`src/rtl/seg_scan_driver.sv`:
```
// Time-multiplexed common-anode seven-segment driver with dead-time,
// per-frame input snapshot and leading-zero blanking.
module seg_scan_driver #(
    parameter int NUM_DIGITS     = 2,
    parameter int REFRESH_DIV    = 24000,
    parameter int DEAD_CYCLES    = 48,
    parameter bit SEG_ACTIVE_LOW = 1'b1,
    parameter bit EN_ACTIVE_LOW  = 1'b0,
    localparam int IDX_W = (NUM_DIGITS > 1) ? $clog2(NUM_DIGITS) : 1,
    localparam int CNT_W = (REFRESH_DIV > 1) ? $clog2(REFRESH_DIV) : 1
) (
    input  logic                    clk,
    input  logic                    reset,
    input  logic [4*NUM_DIGITS-1:0] value,
    input  logic [NUM_DIGITS-1:0]   dp_in,
    input  logic                    blank_lz,
    input  logic                    en,
    output logic [6:0]              segs,
    output logic                    dp,
    output logic [NUM_DIGITS-1:0]   digit_en,
    output logic [IDX_W-1:0]        digit_idx
);

    localparam logic [6:0] SEG_OFF = {7{SEG_ACTIVE_LOW}};
    localparam logic [NUM_DIGITS-1:0] EN_OFF = {NUM_DIGITS{EN_ACTIVE_LOW}};
    localparam logic [CNT_W-1:0] CNT_LAST = CNT_W'(REFRESH_DIV - 1);
    localparam logic [IDX_W-1:0] IDX_LAST = IDX_W'(NUM_DIGITS - 1);

    logic [CNT_W-1:0]        cnt, cnt_nx;
    logic [IDX_W-1:0]        idx, idx_nx;
    logic [4*NUM_DIGITS-1:0] snap_val, snap_val_nx;
    logic [NUM_DIGITS-1:0]   snap_dp, snap_dp_nx;
    logic                    en_q, blz_q;

    logic [NUM_DIGITS-1:0]   blank_mask;
    logic                    zero_run;
    logic                    on_nx;
    logic [3:0]              digit;
    logic [6:0]              pattern;
    logic [6:0]              segs_nx;
    logic                    dp_nx;
    logic [NUM_DIGITS-1:0]   digit_en_nx;

    function automatic logic [6:0] decode(input logic [3:0] d);
        logic [6:0] p;
        p = 7'h00;
        case (d)
            4'h0: p = 7'h3F;
            4'h1: p = 7'h06;
            4'h2: p = 7'h5B;
            4'h3: p = 7'h4F;
            4'h4: p = 7'h66;
            4'h5: p = 7'h6D;
            4'h6: p = 7'h7D;
            4'h7: p = 7'h07;
            4'h8: p = 7'h7F;
            4'h9: p = 7'h67;
            4'hA: p = 7'h77;
            4'hB: p = 7'h7C;
            4'hC: p = 7'h39;
            4'hD: p = 7'h5E;
            4'hE: p = 7'h79;
            4'hF: p = 7'h71;
        endcase
        return p;
    endfunction

    // Slot counter, digit index and frame snapshot
    always_comb begin
        cnt_nx      = cnt + 1'b1;
        idx_nx      = idx;
        snap_val_nx = snap_val;
        snap_dp_nx  = snap_dp;
        if (cnt == CNT_LAST) begin
            cnt_nx = '0;
            if (idx == IDX_LAST) begin
                idx_nx      = '0;
                snap_val_nx = value;
                snap_dp_nx  = dp_in;
            end else begin
                idx_nx = idx + 1'b1;
            end
        end
    end

    // Digit i is blank when it and every digit above it are zero
    always_comb begin
        blank_mask = '0;
        zero_run   = 1'b1;
        for (int i = NUM_DIGITS - 1; i >= 1; i--) begin
            zero_run      = zero_run & (snap_val_nx[4*i +: 4] == 4'h0);
            blank_mask[i] = zero_run & blz_q;
        end
    end

    always_comb begin
        on_nx       = 32'(cnt_nx) >= DEAD_CYCLES;
        digit       = snap_val_nx[4*idx_nx +: 4];
        pattern     = decode(digit);
        segs_nx     = SEG_OFF;
        dp_nx       = SEG_ACTIVE_LOW;
        digit_en_nx = EN_OFF;
        if (on_nx && en_q) begin
            digit_en_nx = (NUM_DIGITS'(1) << idx_nx) ^ EN_OFF;
            dp_nx       = snap_dp_nx[idx_nx] ^ SEG_ACTIVE_LOW;
            if (!blank_mask[idx_nx]) begin
                segs_nx = pattern ^ SEG_OFF;
            end
        end
    end

    always_ff @(posedge clk or posedge reset) begin
        if (reset) begin
            cnt       <= '0;
            idx       <= '0;
            snap_val  <= '0;
            snap_dp   <= '0;
            en_q      <= 1'b0;
            blz_q     <= 1'b0;
            segs      <= SEG_OFF;
            dp        <= SEG_ACTIVE_LOW;
            digit_en  <= EN_OFF;
            digit_idx <= '0;
        end else begin
            cnt       <= cnt_nx;
            idx       <= idx_nx;
            snap_val  <= snap_val_nx;
            snap_dp   <= snap_dp_nx;
            en_q      <= en;
            blz_q     <= blank_lz;
            segs      <= segs_nx;
            dp        <= dp_nx;
            digit_en  <= digit_en_nx;
            digit_idx <= idx_nx;
        end
    end

endmodule

```
`config.mk`:
```
export PLATFORM = sky130hd
export DESIGN_NAME = seg_scan_driver
export DESIGN_NICKNAME = d
export VERILOG_FILES = /design/src/rtl/seg_scan_driver.sv
export SDC_FILE = /design/constraint.sdc
export NUM_CORES = 1
export LEC_CHECK = 0
export CAP_MARGIN = 20
export CORE_MARGIN = 10
export CORE_UTILIZATION = 50
export CTS_BUF_LIST = sky130_fd_sc_hd__clkbuf_16
export CTS_CLUSTER_SIZE = 25
export DETAILED_ROUTE_END_ITERATION = 6
export GPL_TIMING_DRIVEN = 0
export PLACE_DENSITY = 0.81
export SETUP_SLACK_MARGIN = 0.1
export SYNTH_ARGS = -nofsm -noshare
export SYNTH_HDL_FRONTEND = slang
export SYNTH_SLANG_ARGS = --single-unit
```
`constraint.sdc`:
```
create_clock -name clk -period 3 [get_ports clk]
set_clock_uncertainty 0.05 [all_clocks]
set_input_delay 0.45 -clock clk [delete_from_list [all_inputs] [get_ports clk]]
set_output_delay 0.45 -clock clk [all_outputs]
set_load 0.005 [all_outputs]
```
==> metrics.md, run 1 <==
| Metric | Value |
|---|---|
| Outcome | finished, final reports clean |
| Met2 usage | 0.213 |
| CP peak stage delay | 0.56 ns |
| Wire per inst | 16.0 µm |
| DRC marker count from the first detailed-route iteration | 68 |
| Synth cell types | 50 |
| LEAKAGE | 1.15 nW |
| Clk pwr share | 0.517 |
| Hold/Removal Path Class | flip-flop to flip-flop |
| # setup viols final | 0 |
| CP most frequent cell | buf_6 |
| Clk pin slew, worst setup/hold paths | 0.06 ns |
| CTS tree | built |
| Final hold vios | 0 |
| Initial Util | 0.521 |
| Fill cells | 301 |
| FF-to-FF setup slack | 0.22 ns |
| Seq pwr share | 0.445 |
| Final WL | 4620 µm |
| Fin crit period | 2.78 ns |
| Num rows | 23 |
| Post-Synth Adder-Cell Area | 0.0355 |
| Fmax achieved | 359 MHz |
| Post-Synth Simple-Gate Area | 0.217 |
| Commonest register cell after synthesis | dfrtp_1 |
| Combinational family with the most area after synthesis | simple AND/OR/NAND/NOR gates |
| P per Cell Area | 434 mW/mm² |
| Worst slack at placement | -0.320 ns |
| CP Capture Type | flip-flop |
| Multi-input logic area | 0.00112 mm² |
| Netlist Area Pre-Place | 0.00211 mm² |
| Gr usage total | 0.134 |
| Total CTS buffers | 5 |
| Routing usage on met3 | 0.0402 |
| CTS max path bufs | 2 |
| Switch share | 0.201 |
| Final setup TNS | 0 ns |
| Seq cells post-synth | 38 |
| Die Width | 85.0 µm |
| Initial DRT Pass Iterations | 4 |
| FF+latch area | 962 µm² |
| Layout cells sized above 1 | 0.259 |
| Die Ht | 85.0 µm |
| Routability cong. | 0.840 |
| Warnings from Yosys | 0 |
| Syn avg cell area | 10.7 µm² |
| Max H-tree Level | 2 |
| Die ar. | 0.00723 mm² |
| Antenna violations before repair | 0 |
| Final critical-path share of the clock period | 0.927 |
| Post-synthesis cell count | 198 |
| PortBufs | 24 |
| N_diodes | 0 |
| CP Data Required Time | 3.17 ns |
| Seq/Total Area, Yosys | 0.454 |
| Critical Path Source Type | flip-flop |
| Final core utilization | 0.668 |
| Largest net degree at the start of global routing | 39 |
| Routed via count | 1652 |
| Worst Tran Pin Value | 0.764 ns |
| Max-cap violation count | 0 |
| Xor/xnor share of the synthesized area | 0.0615 |
| CP arrival | 2.95 ns |
| Peak-usage layer in the global routing report | met2 |
| Power Internal | 940 µW |
| Slew Limit Headroom | 0.490 |
| GRT overflow | 0 |
| Combinational Power Share | 0.038 |
| Met1 usage | 0.158 |
| Cell chain of the critical path | buf_6 > or4b_4 > nor4_4 > buf_6 > xor2_2 > a221o_2 > inv_2 > ha_4 > buf_4 > nand3_1 > o221ai_1 > o21ai_1 |
| Syn_nets | 218 |
| CTS Sinks | 38 |
| P_sw | 236 µW |
| Vias per std cell | 5.72 |
| Number of global-route vias before repair | 1768 |
| RSZ-0062 raised after global routing | true |
| Critical path class | flip-flop to flip-flop |
| Fin nets | 258 |
| First-pass GRT wire length | 8110 µm |
| Clock tree root driver cell | clkbuf_16 |
| Clk_lat worst skew | 0.29 ns |
| Crit-path max FO | 6 |
| Complex-gate fraction of the synthesized area | 0.0988 |
| Area growth syn-to-layout | 28.2% |
| DRC | 0 |
| Antenna Nets Post-Route | 0 |
| Critical-path top delay cell | or4b_4 |
| Hold_buf cts | 0 |
| Ys async rst share | 1.00 |
| Core Region | 0.00406 mm² |
| Max-slew violations | 0 |
| Detail Placement HPWL | 3060 µm |
| Mux contribution to synthesized area | 0.0923 |
| I/O pin total | 25 |
| Max IR drop VDD | 0.000304 V |
| EDFF count, synth | 0 |
| Final Worst Setup Slack | 0.218 ns |
-- through the flow --
step	hold slack [ns]	total power, mW	cell area (µm²)	cells
finish	0.464	1.18	2710	289
global route	0.487	1.21	2710	289
CTS	0.465	1.18	2690	288
detailed placement	0.441	0.578	2420	272
global placement	0.431	0.578	2420	272
floorplan	0.422	0.546	2110	198
-- Yosys cell counts (5+ instances only) --
master,n,area share
nand4_1,7,0.021
mux2_2,12,0.064
inv_1,5,0.0089
dfrtp_1,30,0.36
dfstp_2,8,0.099
clkbuf_1,6,0.011
mux2i_1,6,0.028
xor2_1,6,0.025
xnor2_1,7,0.029
nand2_1,12,0.021
ha_1,6,0.036
nand3_1,10,0.024
nor2_1,17,0.030
-- cells by family after synthesis --
family / count (synthesis)
flops: 38
buf+inv: 16
mux: 18
simple gates: 79
xor+xnor: 14
fa+ha+maj: 6
compound gates: 27
-- path summary, 6_finish.rpt --
check                                      start                     to  cells past startpoint
min in group asynchronous                  reset  snap_val[3]$_DFF_PP0_                      2
hold / removal             snap_val[0]$_DFF_PP0_  snap_val[0]$_DFF_PP0_                      1
setup / recovery                cnt[6]$_DFF_PP0_      segs[3]$_DFF_PP1_                     12
hold reg to reg            snap_val[0]$_DFF_PP0_  snap_val[0]$_DFF_PP0_                      1
max in group asynchronous                  reset       cnt[0]$_DFF_PP0_                      2
setup reg to reg                cnt[6]$_DFF_PP0_      segs[3]$_DFF_PP1_                     12
-- timing repair --
| item | in CTS | in global routing |
|---|---|---|
| pin swaps | 7 | 3 |
| setup buffers | 8 | 1 |
| setup endpoints to repair | 7 | 6 |
| gates resized for setup | 9 | 5 |
-- power groups by stage --
stage / clock network, mW / registers (mW) / logic [mW]
after floorplan: 0 / 0.533 / 0.0131
after global routing: 0.635 / 0.524 / 0.0496
after global placement: 0 / 0.532 / 0.0454
after CTS: 0.612 / 0.524 / 0.0464
after detailed placement: 0 / 0.533 / 0.0459
final: 0.608 / 0.524 / 0.0448
-- layout make-up --
| type | instances | share of cell area |
|---|---|---|
| multi-input combinational | 144 | 0.412 |
| sequential | 38 | 0.355 |
| timing repair buffer | 33 | 0.114 |
| clock buffer | 5 | 0.0461 |
| buffer | 11 | 0.0268 |
| tap | 50 | 0.0231 |
| clock inverter | 3 | 0.0166 |
| inverter | 5 | 0.00692 |
-- state kept, by name, summed over array words and instances (netlist names) --
register  cells
dp            1
snap_val      8
digit_en      2
blz_q         1
en_q          1
snap_dp       2
cnt          15
idx           1
segs          7
-- cells in the final DEF (no fill, tap or decap), types with 7 or more instances in the layout --
cell type,instances
buf_4,9
clkdlybuf4s50_1,24
dfrtp_1,29
dfstp_2,8
mux2_2,12
nand2_1,12
nand3_1,9
nand4_1,7
nor2_1,16
xnor2_1,7
-- worst max-delay path, delay by kind of cell, from the launching register on --
family / cells / cell delay [ns]
AO/OA/AOI/OAI: 3 / 0.66
XOR/XNOR: 1 / 0.07
adder cells (fa/ha/maj): 1 / 0.22
buffers and inverters: 4 / 0.51
flip-flops: 1 / 0.37
AND/OR/NAND/NOR: 3 / 0.83
-- metal layers --
metal / routed length [µm] / vias up
met2: 2240 / 28
met3: 210 / 12
met4: 111 / 0
met5: 0 / -
met1: 2060 / 821
li1: - / 791
Power figures use the tool's default switching activity.
==> run 2: changes to the inputs <==
CORE_ASPECT_RATIO = 0.7   (was default)
CORE_MARGIN = 3   (was 10)
==> metrics.md, run 2 (synthesized netlist as in run 1, its figures left out) <==
| Metric | Value |
|---|---|
| Outcome | finished, final reports clean (unchanged) |
| Die ar. | 0.00506 mm² (was 0.00723 mm²) |
| Antenna violations before repair | 0 (unchanged) |
| Fin crit period | 2.79 ns (was 2.78 ns) |
| I/O pin total | 25 (unchanged) |
| Critical Path Source Type | flip-flop (unchanged) |
| Critical path class | flip-flop to flip-flop (unchanged) |
| Hold/Removal Path Class | flip-flop to flip-flop (unchanged) |
| Power Total | 1.08 mW (was 1.18 mW) |
| Slew Limit Headroom | 0.484 (was 0.490) |
| FF-to-FF End | segs[2]$_DFF_PP1_ (was segs[3]$_DFF_PP1_) |
| FF-to-FF setup slack | 0.21 ns (was 0.22 ns) |
| Clock tree root driver cell | clkbuf_16 (unchanged) |
| Clk_lat worst skew | 0.28 ns (was 0.29 ns) |
| Routability cong. | 0.862 (was 0.840) |
| P_sw | 232 µW (was 236 µW) |
| # setup viols final | 0 (unchanged) |
| Critical Path Stages | 9 (was 12) |
| Combinational Power Share | 0.042 (was 0.038) |
| Crit path buf inv count | 3 (was 4) |
| Antenna Nets Post-Route | 0 (unchanged) |
| WHS | 0.454 ns (was 0.464 ns) |
| N_diodes | 0 (unchanged) |
| Switch share | 0.214 (was 0.201) |
| Fmax achieved | 358 MHz (was 359 MHz) |
| Final critical-path share of the clock period | 0.930 (was 0.927) |
| Max IR drop VDD | 0.000334 V (was 0.000304 V) |
| RR Startpoint | cnt[6]$_DFF_PP0_ (unchanged) |
| Initial Util | 0.529 (was 0.521) |
| Final hold vios | 0 (unchanged) |
| Number of global-route vias before repair | 1576 (was 1768) |
| Die Ht | 60.4 µm (was 85.0 µm) |
| Initial DRT Pass Iterations | 4 (unchanged) |
| Seq pwr share | 0.483 (was 0.445) |
| PortBufs | 24 (unchanged) |
| Routed via count | 1638 (was 1652) |
| Die Width | 83.7 µm (was 85.0 µm) |
| DRC | 0 (unchanged) |
| LEAKAGE | 1.14 nW (was 1.15 nW) |
| CP top delay family | simple AND/OR/NAND/NOR gates (unchanged) |
| Max-cap violation count | 0 (unchanged) |
| Gr usage total | 0.198 (was 0.134) |
| Core Region | 0.00399 mm² (was 0.00406 mm²) |
| CP most frequent cell | buf_6 (unchanged) |
| Largest regs | cnt x15, snap_val x8, segs x7 (unchanged) |
| Clk pwr share | 0.475 (was 0.517) |
| Wire per inst | 16.7 µm (was 16.0 µm) |
| Worst slack at placement | -0.258 ns (was -0.320 ns) |
| Area growth syn-to-layout | 26.2% (was 28.2%) |
| Total CTS buffers | 5 (unchanged) |
| Largest net degree at the start of global routing | 39 (unchanged) |
| DRC marker count from the first detailed-route iteration | 117 (was 68) |
| Final WL | 4840 µm (was 4620 µm) |
| Num rows | 19 (was 23) |
| Setup crit end | segs[2]$_DFF_PP1_ (was segs[3]$_DFF_PP1_) |
| Hold_buf cts | 0 (unchanged) |
| CTS max path bufs | 2 (unchanged) |
| CP Data Required Time | 3.14 ns (was 3.17 ns) |
| Layout cells sized above 1 | 0.245 (was 0.259) |
| Crit-path max FO | 6 (unchanged) |
| Final Worst Setup Slack | 0.209 ns (was 0.218 ns) |
| CP arrival | 2.93 ns (was 2.95 ns) |
| Cell chain of the critical path | buf_6 > or4b_4 > nor4_4 > buf_6 > xor2_2 > a221o_2 > buf_4 > ha_1 > o311ai_2 (was buf_6 > or4b_4 > nor4_4 > buf_6 > xor2_2 > a221o_2 > inv_2 > ha_4 > buf_4 > nand3_1 > o221ai_1 > o21ai_1) |
| Reg2Reg Depth | 9 (was 12) |
| Detail Placement HPWL | 3070 µm (was 3060 µm) |
| CP Capture Type | flip-flop (unchanged) |
| Critical-path top delay cell | or4b_4 (unchanged) |
| Worst Tran Pin Value | 0.773 ns (was 0.764 ns) |
| P per Cell Area | 406 mW/mm² (was 434 mW/mm²) |
| CTS tree | built (unchanged) |
| Max-slew violations | 0 (unchanged) |
| CP peak stage delay | 0.55 ns (was 0.56 ns) |
| CTS Sinks | 38 (unchanged) |
| Top reg by flops | cnt (unchanged) |
| Vias per std cell | 5.67 (was 5.72) |
| Commonest cells after routing, fill and taps aside | 29 x dfrtp_1, 24 x clkdlybuf4s50_1, 16 x nor2_1 (unchanged) |
| Max H-tree Level | 2 (unchanged) |
| Max FFs per register | 15 (unchanged) |
| Clk pin slew, worst setup/hold paths | 0.06 ns (about the same) |
| First-pass GRT wire length | 7820 µm (was 8110 µm) |
| CP startpoint | cnt[6]$_DFF_PP0_ (unchanged) |
| GRT overflow | 0 (unchanged) |
| Fin nets | 256 (was 258) |
| RSZ-0062 raised after global routing | false (was true) |
| Power Internal | 852 µW (was 940 µW) |
| Most common cell after layout, fill and taps aside | dfrtp_1 (unchanged) |
[run 2: changes by cell type in the layout (fill, tap and decap cells not counted)]
cell / previous run / this run
buf_4: 9 / 7
bufinv_16: 1 / 0
clkinv_1: 0 / 1
clkinv_2: 0 / 1
clkinvlp_4: 2 / 1
ha_1: 3 / 4
ha_2: 2 / 1
[run 2: final cells by class]
class	count	area [µm²]
Fill cell	322	1330
Multi-Input combinational cell	144	1110
Sequential cell	38	962
Timing Repair Buffer	31	293
Clock buffer	5	125
Buffer	11	72.6
Tap cell	52	65.1
Inverter	5	18.8
Clock inverter	3	16.3
[run 2: stage by stage]
step / area [µm²] / TNS (ns) / util / std cells
global route: 2670 / 0 / 0.668 / 289
CTS: 2650 / 0 / 0.663 / 289
floorplan: 2110 / 0 / - / 198
global placement: 2420 / -0.232 / 0.606 / 274
finish: 2670 / 0 / 0.668 / 289
detailed placement: 2420 / -0.264 / 0.606 / 274
[run 2: worst reg2reg max path, delay by kind of cell (launching register included)]
kind,cells,cell delay [ns]
compound gates,2,0.73
buf+inv,3,0.45
xor+xnor,1,0.07
fa+ha+maj,1,0.27
flops,1,0.37
simple gates,2,0.76
[run 2: per-layer routing]
layer | vias up | GRT usage | wire [µm]
met5 | - | 0 | 0
met4 | 0 | 0.0688 | 67
met3 | 9 | 0.0488 | 299
met2 | 58 | 0.307 | 2180
met1 | 785 | 0.278 | 2290
li1 | 786 | - | -
[run 2: how the worst min path moves through the flow]
stage	from	end	slack [ns]	cells past startpoint
finish	snap_val[1]$_DFF_PP0_	snap_val[1]$_DFF_PP0_	0.45	1
global placement	snap_val[0]$_DFF_PP0_	snap_val[0]$_DFF_PP0_	0.43	1
CTS	snap_val[1]$_DFF_PP0_	snap_val[1]$_DFF_PP0_	0.46	1
floorplan	snap_val[0]$_DFF_PP0_	snap_val[0]$_DFF_PP0_	0.42	1
detailed placement	snap_val[1]$_DFF_PP0_	snap_val[1]$_DFF_PP0_	0.44	1
global route	snap_val[1]$_DFF_PP0_	snap_val[1]$_DFF_PP0_	0.49	1
[run 2: repair_timing]
item,4_1_cts,5_1_grt
endpoints found under the hold margin,0,0
resized for setup,9,4
setup buffers,7,0
endpoints found under the setup margin,7,6
pin swaps,4,1
[run 2: power groups by stage]
stage	Combinational (mW)	Clock [mW]	Sequential (mW)
after detailed placement	0.0457	0	0.533
after CTS	0.0458	0.513	0.524
after global routing	0.0495	0.539	0.524
after global placement	0.0445	0	0.533
final	0.0451	0.515	0.524
after floorplan	0.0131	0	0.533
